## src/rtl/shift_deser_rx.sv

```systemverilog
// Serial-to-parallel receiver: assembles WIDTH-bit frames MSB- or LSB-first
// and holds each word in a one-deep valid/ready buffer with sticky overrun.
module shift_deser_rx #(
    parameter int WIDTH = 8
) (
    input  logic                       clk,
    input  logic                       reset,
    input  logic                       start,
    input  logic                       sin,
    input  logic                       sin_en,
    input  logic                       LR,
    input  logic                       ready,
    input  logic                       clr_ovr,
    output logic [WIDTH-1:0]           Dout,
    output logic                       valid,
    output logic                       overrun,
    output logic                       busy,
    output logic [$clog2(WIDTH)-1:0]   bitcnt
);

    localparam int CW = $clog2(WIDTH);

    typedef enum logic {
        S_IDLE  = 1'b0,
        S_SHIFT = 1'b1
    } state_t;

    state_t           r_state;
    state_t           w_state_nxt;
    logic [WIDTH-1:0] r_shreg;
    logic [CW-1:0]    r_bitcnt;
    logic             r_lr;
    logic [WIDTH-1:0] r_dout;
    logic             r_valid;
    logic             r_ovr;

    logic             w_shift;
    logic             w_last;
    logic             w_accept;
    logic             w_drop;
    logic             w_drain;
    logic [WIDTH-1:0] w_word;

    // start always wins, so a bit only shifts in on a non-start SHIFT cycle
    assign w_shift  = (r_state == S_SHIFT) && !start && sin_en;
    assign w_last   = w_shift && (r_bitcnt == CW'(WIDTH - 1));
    assign w_word   = r_lr ? {r_shreg[WIDTH-2:0], sin}
                           : {sin, r_shreg[WIDTH-1:1]};
    assign w_accept = w_last && (!r_valid || ready);
    assign w_drop   = w_last && r_valid && !ready;
    assign w_drain  = !w_last && r_valid && ready;

    always_ff @(posedge clk) begin
        if (!reset) begin
            r_state <= S_IDLE;
        end else begin
            r_state <= w_state_nxt;
        end
    end

    always_comb begin
        w_state_nxt = r_state;
        unique case (r_state)
            S_IDLE: begin
                if (start) begin
                    w_state_nxt = S_SHIFT;
                end
            end
            S_SHIFT: begin
                if (start) begin
                    w_state_nxt = S_SHIFT;
                end else if (w_last) begin
                    w_state_nxt = S_IDLE;
                end
            end
            default: w_state_nxt = S_IDLE;
        endcase
    end

    always_ff @(posedge clk) begin
        if (!reset) begin
            r_shreg  <= '0;
            r_bitcnt <= '0;
            r_lr     <= 1'b0;
        end else if (start) begin
            r_shreg  <= '0;
            r_bitcnt <= '0;
            r_lr     <= LR;
        end else if (w_shift) begin
            r_shreg  <= w_word;
            r_bitcnt <= w_last ? '0 : r_bitcnt + CW'(1);
        end
    end

    always_ff @(posedge clk) begin
        if (!reset) begin
            r_dout  <= '0;
            r_valid <= 1'b0;
        end else if (w_accept) begin
            r_dout  <= w_word;
            r_valid <= 1'b1;
        end else if (w_drain) begin
            r_valid <= 1'b0;
        end
    end

    // a drop on the same edge as clr_ovr must leave the flag set
    always_ff @(posedge clk) begin
        if (!reset) begin
            r_ovr <= 1'b0;
        end else if (w_drop) begin
            r_ovr <= 1'b1;
        end else if (clr_ovr) begin
            r_ovr <= 1'b0;
        end
    end

    assign Dout    = r_dout;
    assign valid   = r_valid;
    assign overrun = r_ovr;
    assign busy    = (r_state == S_SHIFT);
    assign bitcnt  = r_bitcnt;

endmodule

```

## config.mk

```make
export PLATFORM = sky130hd
export DESIGN_NAME = shift_deser_rx
export DESIGN_NICKNAME = d
export VERILOG_FILES = /design/src/rtl/shift_deser_rx.sv
export SDC_FILE = /design/constraint.sdc
export NUM_CORES = 1
export LEC_CHECK = 0
export CELL_PAD_IN_SITES_DETAIL_PLACEMENT = 1
export CELL_PAD_IN_SITES_GLOBAL_PLACEMENT = 1
export CORE_MARGIN = 2
export CORE_UTILIZATION = 30
export DETAILED_ROUTE_END_ITERATION = 8
export PLACE_DENSITY_LB_ADDON = 0.1
export SKIP_LAST_GASP = 1
export SLEW_MARGIN = 20
export SYNTH_ARGS = -nofsm -noshare
export SYNTH_HDL_FRONTEND = slang
export SYNTH_SLANG_ARGS = --single-unit
export TNS_END_PERCENT = 100
```

## constraint.sdc

```tcl
create_clock -name clk -period 4.5 [get_ports clk]
set_input_delay 0.45 -clock clk [delete_from_list [all_inputs] [get_ports clk]]
set_output_delay 0.45 -clock clk [all_outputs]
set_load 0.05 [all_outputs]
```

Word-level counts from Yosys, hierarchy flattened
Cells that the tools add are included.

cells by class
  add/subtract/negate cells = 1
  equal/unequal tests = 1
  multiplexer cells = 10
  bitwise gates (word level) = 2
  reductions and logical operators = 16

operators with widths
  cell                 count
  $logic_and 1x1->1    8
  $mux 8               1
  $mux 1               7
  $logic_not 1->1      4
  $reduce_bool 2->1    2
  $add 3x1->3 const B  1
  $eq 3x3->1 const B   1
  $mux 3               1
  $not 1->1            2
  $pmux 1 s2           1
  $reduce_or 2->1      1
  $logic_or 1x1->1     1

storage, ports and cells
  bits in registers = 23
  bits of input ports = 8
  output and inout port bits = 14
  word-level logic and storage cells = 37

Longest topological paths before layout
Gate-level depths: netlist of the first run.

  word-level depth = 9
  gate-level depth with buffers = 7
  mapped depth without buffers = 5

Least setup slack after synthesis of the first run
Ideal clock, no wire load.

  path type = register to register
  from = register r_bitcnt[0], in the netlist bitcnt[0]
  to = register r_dout[0], in the netlist Dout[0]
  arrival = 1.737 ns
  data required time = 4.384 ns
  path slack = 2.647 ns
  stages on the path, launching flop included = 8
  path buffers = 2
  clock period less this slack = 1.853 ns
  cell sequence = dfxtp_1 ha_1 ha_1 and4b_1 buf_6 and2_4 buf_6 o211a_1

on the way
  cells in the longest elaborated chain, start to end = 3

ends and longest elaborated chain
  element                 RTL line  source
  from (decl)             31        logic [CW-1:0] r_bitcnt;
  from (signal assigned)  91        r_bitcnt <= w_last ? '0 : r_bitcnt + CW'(1);
  $eq 3x3->1              46        assign w_last = w_shift && (r_bitcnt == CW'(WIDTH - 1));
  $logic_and 1x1->1       46
  $logic_and 1x1->1       49        assign w_accept = w_last && (!r_valid || ready);
  to (signal assigned)    100       r_dout <= w_word;
  to (decl)               33        logic [WIDTH-1:0] r_dout;

No other way between the ends.
A chain may end at the register's enable or synchronous reset.

Worst setup path in the final report of the first run
  from = register r_state, in the netlist busy
  to = output port busy

RTL lines
  element                 RTL line  source
  from (decl)             28        state_t r_state;
  from (signal assigned)  57        r_state <= w_state_nxt;
  to (decl)               17        output logic busy,

No word-level cell between the ends.

==> flow_summary.ini, run 1 <==
[status]
run_status = complete, no violations

[hold_path]
hp-class = reg2reg
hold_start = bitcnt[2]

[drt]
via_per_inst = 4.78
antenna_left = 0
wirelength_um = 2080
drtPass1Iterations = 4
vias = 760
drc = 0
drt_iter0_drc = 12
post_drt_wl_per_cell_um = 13.1

[final_layout]
final_area_um2 = 1230
nets = 126
final_common_cell = dfxtp_1
mostFrequentLayoutCells = dfxtp_1 (23), clkdlybuf4s50_1 (21), nor2_1 (11)
n_antenna_cell = 0
area.growth.synth_to_final_pct = 24.7
drive_gt1_frac = 0.0522
nFillCells = 360

[timing]
hold_viol = 0
setup_tns_ns = 0
grt_setup_unrepaired = false
setup_slack_ns = 2.48
slew_headroom = 0.607
worst_hold_slack_ns = 0.512
setup_viol = 0
fin_crit_sh = 0.449
maxSlewViolCount = 0
skew_ns = 0.00185
fmax_ghz = 0.495
worst_pin_slew_ns = 0.589
fin_crit_ns = 2.02

[placed_design]
portBuffers = 21
dp_slack_ns = 2.53
gp_congestion = 0.687
hpwl_um = 1550
place_area_um2 = 1200

[worst_setup_path]
crit_required_ns = 4.05
path_cells = clkdlybuf4s50_1
startpoint = busy
path_buf_inv = 1
worstSetupStartpointType = flop
timing.rr.start = bitcnt[0]
critPathKind = reg2out
worst_path_max_delay_cell = clkdlybuf4s50_1
cp.arrival_ns = 1.57
slowest_delay_ns = 0.84
crit_family = buffers and inverters
endpoint_kind = primary output
crit_fanout = 6

[die]
initial_core_util = 0.320
chipWidth_um = 61.3
core_um2 = 3080
die_h_um = 61.3
dieArea_um2 = 3760
placement_rows = 20
boundaryPins = 22

[synth]
synth_flop_cell = dfxtp_1
synth_seq_area_share = 0.467
yosysUniqueCellTypes = 24
synthTopCellsByArea = dfxtp_1 (47%), mux2i_1 (10%), o211a_1 (8.1%)
synth_top_area_share = 0.467
synth.avg_cell_area_um2 = 10.1
synth_edf_count = 0
synth_async_sr_flop_share = 0
synth_nets = 108
synth.largest_area_cell = dfxtp_1
ys_warn_count = 0
synth_area_um2 = 986
netlist_instances = 98
synth_seq_cells = 23

[global_routing]
gr-total-overflow = 0
antenna_found_initial = 0
grt_pass1_vias = 799
grt_max_degree = 18
grt_usage = 0.135
grt_pass1_wl_um = 3730

[clock_network]
cts_sinks = 23
tritoncts = yes
cts_hold_buffers = 0
worst_skew_pair.late_latency_ns = 0.31
cts_buffers = 3
htreeDepth = 1
cts.clk_slew.worst_paths_ns = 0.13
cts.repair.resized = 0
cts_buffer_depth = 2
postCtsSetupRepairBufs = 0
clock-root-buffer = clkbuf_4

[power]
leakage_nw = 0.520
total_power_w = 0.000339
peakVddDrop_uv = 106
p_per_area_nw_per_um2 = 276

[flow_run]
cap_violations = 0
==> final timing paths <==
kind	end	slack, ns	depth (start not counted)
worst max register to register	Dout[2]	2.86	5
worst max-delay path	busy	2.48	1
worst min register to register	bitcnt[2]	0.51	2
worst min-delay path	bitcnt[2]	0.51	2
==> metrics by stage <==
stage | utilization | instances
after floorplan | - | 98
after global placement | 0.391 | 155
after detailed placement | 0.391 | 155
after CTS | 0.400 | 159
after global routing | 0.400 | 159
final | 0.400 | 159
==> state kept, by name, indices dropped and copies added, names as in the netlist <==
register	count
bitcnt	3
busy	1
overrun	1
valid	1
Dout	8
r_shreg	8
r_lr	1
==> routing by layer <==
metal  vias to the layer above  GRT usage  part of all wire
met1                       353      0.189              0.52
met4                         0     0.0652             0.013
li1                        389          -                 -
met5                         -          0                 0
met3                         4     0.0294             0.037
met2                        14      0.198              0.43
==> cells by family after synthesis <==
kind of cell               synth area share
muxes                                 0.102
adders and majority gates            0.0254
DFF                                   0.467
buffers and inverters                0.0571
and+or+nand+nor                       0.166
AOI/OAI and AO/OA                     0.183
==> final cells by class <==
type	instances	area (um^2)	share of cell area
clock inverter	1	5.00	0.00407
sequential	23	460	0.374
inverter	2	7.51	0.00610
tap	44	55.1	0.0448
timing repair buffer	21	210	0.171
clock buffer	3	22.5	0.0183
multi-input combinational	65	469	0.381
==> Yosys cell counts (2+ instances only) <==
cell,count
a211oi_1,8
a21oi_1,2
and2_1,2
buf_2,3
buf_6,2
clkbuf_1,3
dfxtp_1,23
ha_1,2
inv_1,2
mux2i_1,10
nand2_1,2
nand2b_1,2
nand3_1,8
nor2_1,11
nor2b_1,2
o211a_1,8
==> power breakdown <==
part	internal, W	switching [W]
logic	0.0000144	0.0000166
registers	0.000207	0.00000448
clock network	0.0000332	0.0000633
No activity file was read; power rests on OpenSTA's default activity.
==> run 2, diff against run 1 <==
- clock period: 4.5 -> 2 ns (I/O delays scaled with it)
==> run 2 against run 1 <==
Against the previous run: cell area rose by 1.2%; register-to-register slack got worse by 2.5 ns; largest power group unchanged; critical path type unchanged; global-route usage fell by 0.24 points; hold slack got worse by 0.0044 ns; wire length rose by 2.5%.
==> flow_summary.ini, run 2 (synthesized netlist as in run 1, its figures left out) <==
[status]
run_status = complete, no violations

[worst_setup_path]
rr_worst_depth = 5
critPathKind = reg2out
worst_path_max_delay_cell = clkdlybuf4s50_1
worstSetupStartpointType = flop
slowest_delay_ns = 0.83
timing.rr.start = bitcnt[0]
cp.arrival_ns = 1.57
r2r_slack_ns = 0.35
path_buf_inv = 1
cp.depth = 1
crit_required_ns = 1.80
path_cells = clkdlybuf4s50_1
r2r_end = Dout[1]
crit_fanout = 6
endpoint_kind = primary output
startpoint = busy
crit_family = buffers and inverters

[timing]
fin_crit_sh = 0.885
setup_viol = 0
hold_viol = 0
setup_slack_ns = 0.229
slew_headroom = 0.662
worst_pin_slew_ns = 0.505
grt_setup_unrepaired = false
maxSlewViolCount = 0
fmax_ghz = 0.565
setup_tns_ns = 0
skew_ns = 0.00360
fin_crit_ns = 1.77

[power]
p_per_area_nw_per_um2 = 615
peakVddDrop_uv = 268
leakage_nw = 0.530

[die]
dieArea_um2 = 3760
chipWidth_um = 61.3
boundaryPins = 22
die_h_um = 61.3
core_um2 = 3080
initial_core_util = 0.320
placement_rows = 20

[hold_path]
worstHoldPathCells = 2
min_to = bitcnt[2]
hold_start = bitcnt[2]
hp-class = reg2reg

[drt]
drt-met1-wl_um = 1050
vias = 768
wl_met2_um = 983
wirelength_um = 2140
drtPass1Iterations = 4
drc = 0
drt_iter0_drc = 7
dr.max_layer_used = met4
antenna_left = 0
via_per_inst = 4.77
wl_met3_um = 78
post_drt_wl_per_cell_um = 13.3

[global_routing]
grt_max_degree = 18
grt_usage = 0.133
antenna_found_initial = 0
grt_pass1_wl_um = 3660
gr-total-overflow = 0
grt_pass1_vias = 805

[flow_run]
cap_violations = 0

[clock_network]
cts.repair.resized = 0
tritoncts = yes
cts_buffers = 3
cts_sinks = 23
clock-root-buffer = clkbuf_4
cts_hold_buffers = 0
htreeDepth = 1
postCtsSetupRepairBufs = 0
cts.clk_slew.worst_paths_ns = 0.13
cts_buffer_depth = 2
worst_skew_pair.late_latency_ns = 0.31

[final_layout]
nets = 128
mostFrequentLayoutCells = dfxtp_1 (23), clkdlybuf4s50_1 (21), nor2_1 (11)
n_antenna_cell = 0
final_common_cell = dfxtp_1
drive_gt1_frac = 0.0684
post-route-util = 0.404
area.growth.synth_to_final_pct = 26.3

[placed_design]
dp_slack_ns = 0.327
hpwl_um = 1590
portBuffers = 21
gp_congestion = 0.691
run 2: changes by cell type in the layout (fill, tap and decap cells not counted), sizes merged:
cell	previous run	this run
buf	0	2
run 2: power breakdown:
| group | internal, W | switching [W] | total, W |
|---|---|---|---|
| clock network | 0.0000747 | 0.000142 | 0.000217 |
| logic | 0.0000348 | 0.0000377 | 0.0000724 |
| registers | 0.000466 | 0.0000105 | 0.000477 |
| total | 0.000576 | 0.000190 | 0.000766 |
run 2: worst max path at each step:
stage | endpoint | slack [ns]
2_1_floorplan | Dout[0] | 0.15
5_1_grt | busy | 0.16
6_report | busy | 0.23
3_3_place_gp | Dout[1] | 0.37
4_1_cts | busy | 0.21
3_5_place_dp | Dout[1] | 0.33
run 2: through the flow:
stage | area [um^2] | hold slack [ns] | total power [W] | std cells
6_report | 1240 | 0.508 | 0.000766 | 161
5_1_grt | 1240 | 0.519 | 0.000819 | 161
4_1_cts | 1240 | 0.510 | 0.000784 | 161
3_5_place_dp | 1220 | 0.486 | 0.000560 | 157
3_3_place_gp | 1220 | 0.475 | 0.000559 | 157
2_1_floorplan | 986 | 0.328 | 0.000528 | 98
run 2: area by class of cell:
class	count	area, um^2
Clock inverter	1	5.00
Clock buffer	3	22.5
Fill cell	357	1830
Multi-Input combinational cell	65	469
Tap cell	44	55.1
Sequential cell	23	460
Inverter	2	7.51
Timing Repair Buffer	23	225
run 2: routing by layer:
metal	track usage	vias to the layer above
met5	0	-
met4	0.0652	0
met3	0.0336	2
met2	0.211	10
met1	0.168	366
li1	-	390
run 2: worst register-to-register path, cell delays in order (launching register included):
cell and delay, ns:
dfxtp_1 0.40, ha_1 0.17, ha_1 0.24, and4b_1 0.40
and2_4 0.26, o211a_1 0.14
==> run 3, diff against run 2 <==
- CAP_MARGIN: default -> 15
==> results of run 3 <==
Final layout, timing and power as in run 2 (identical DEF).
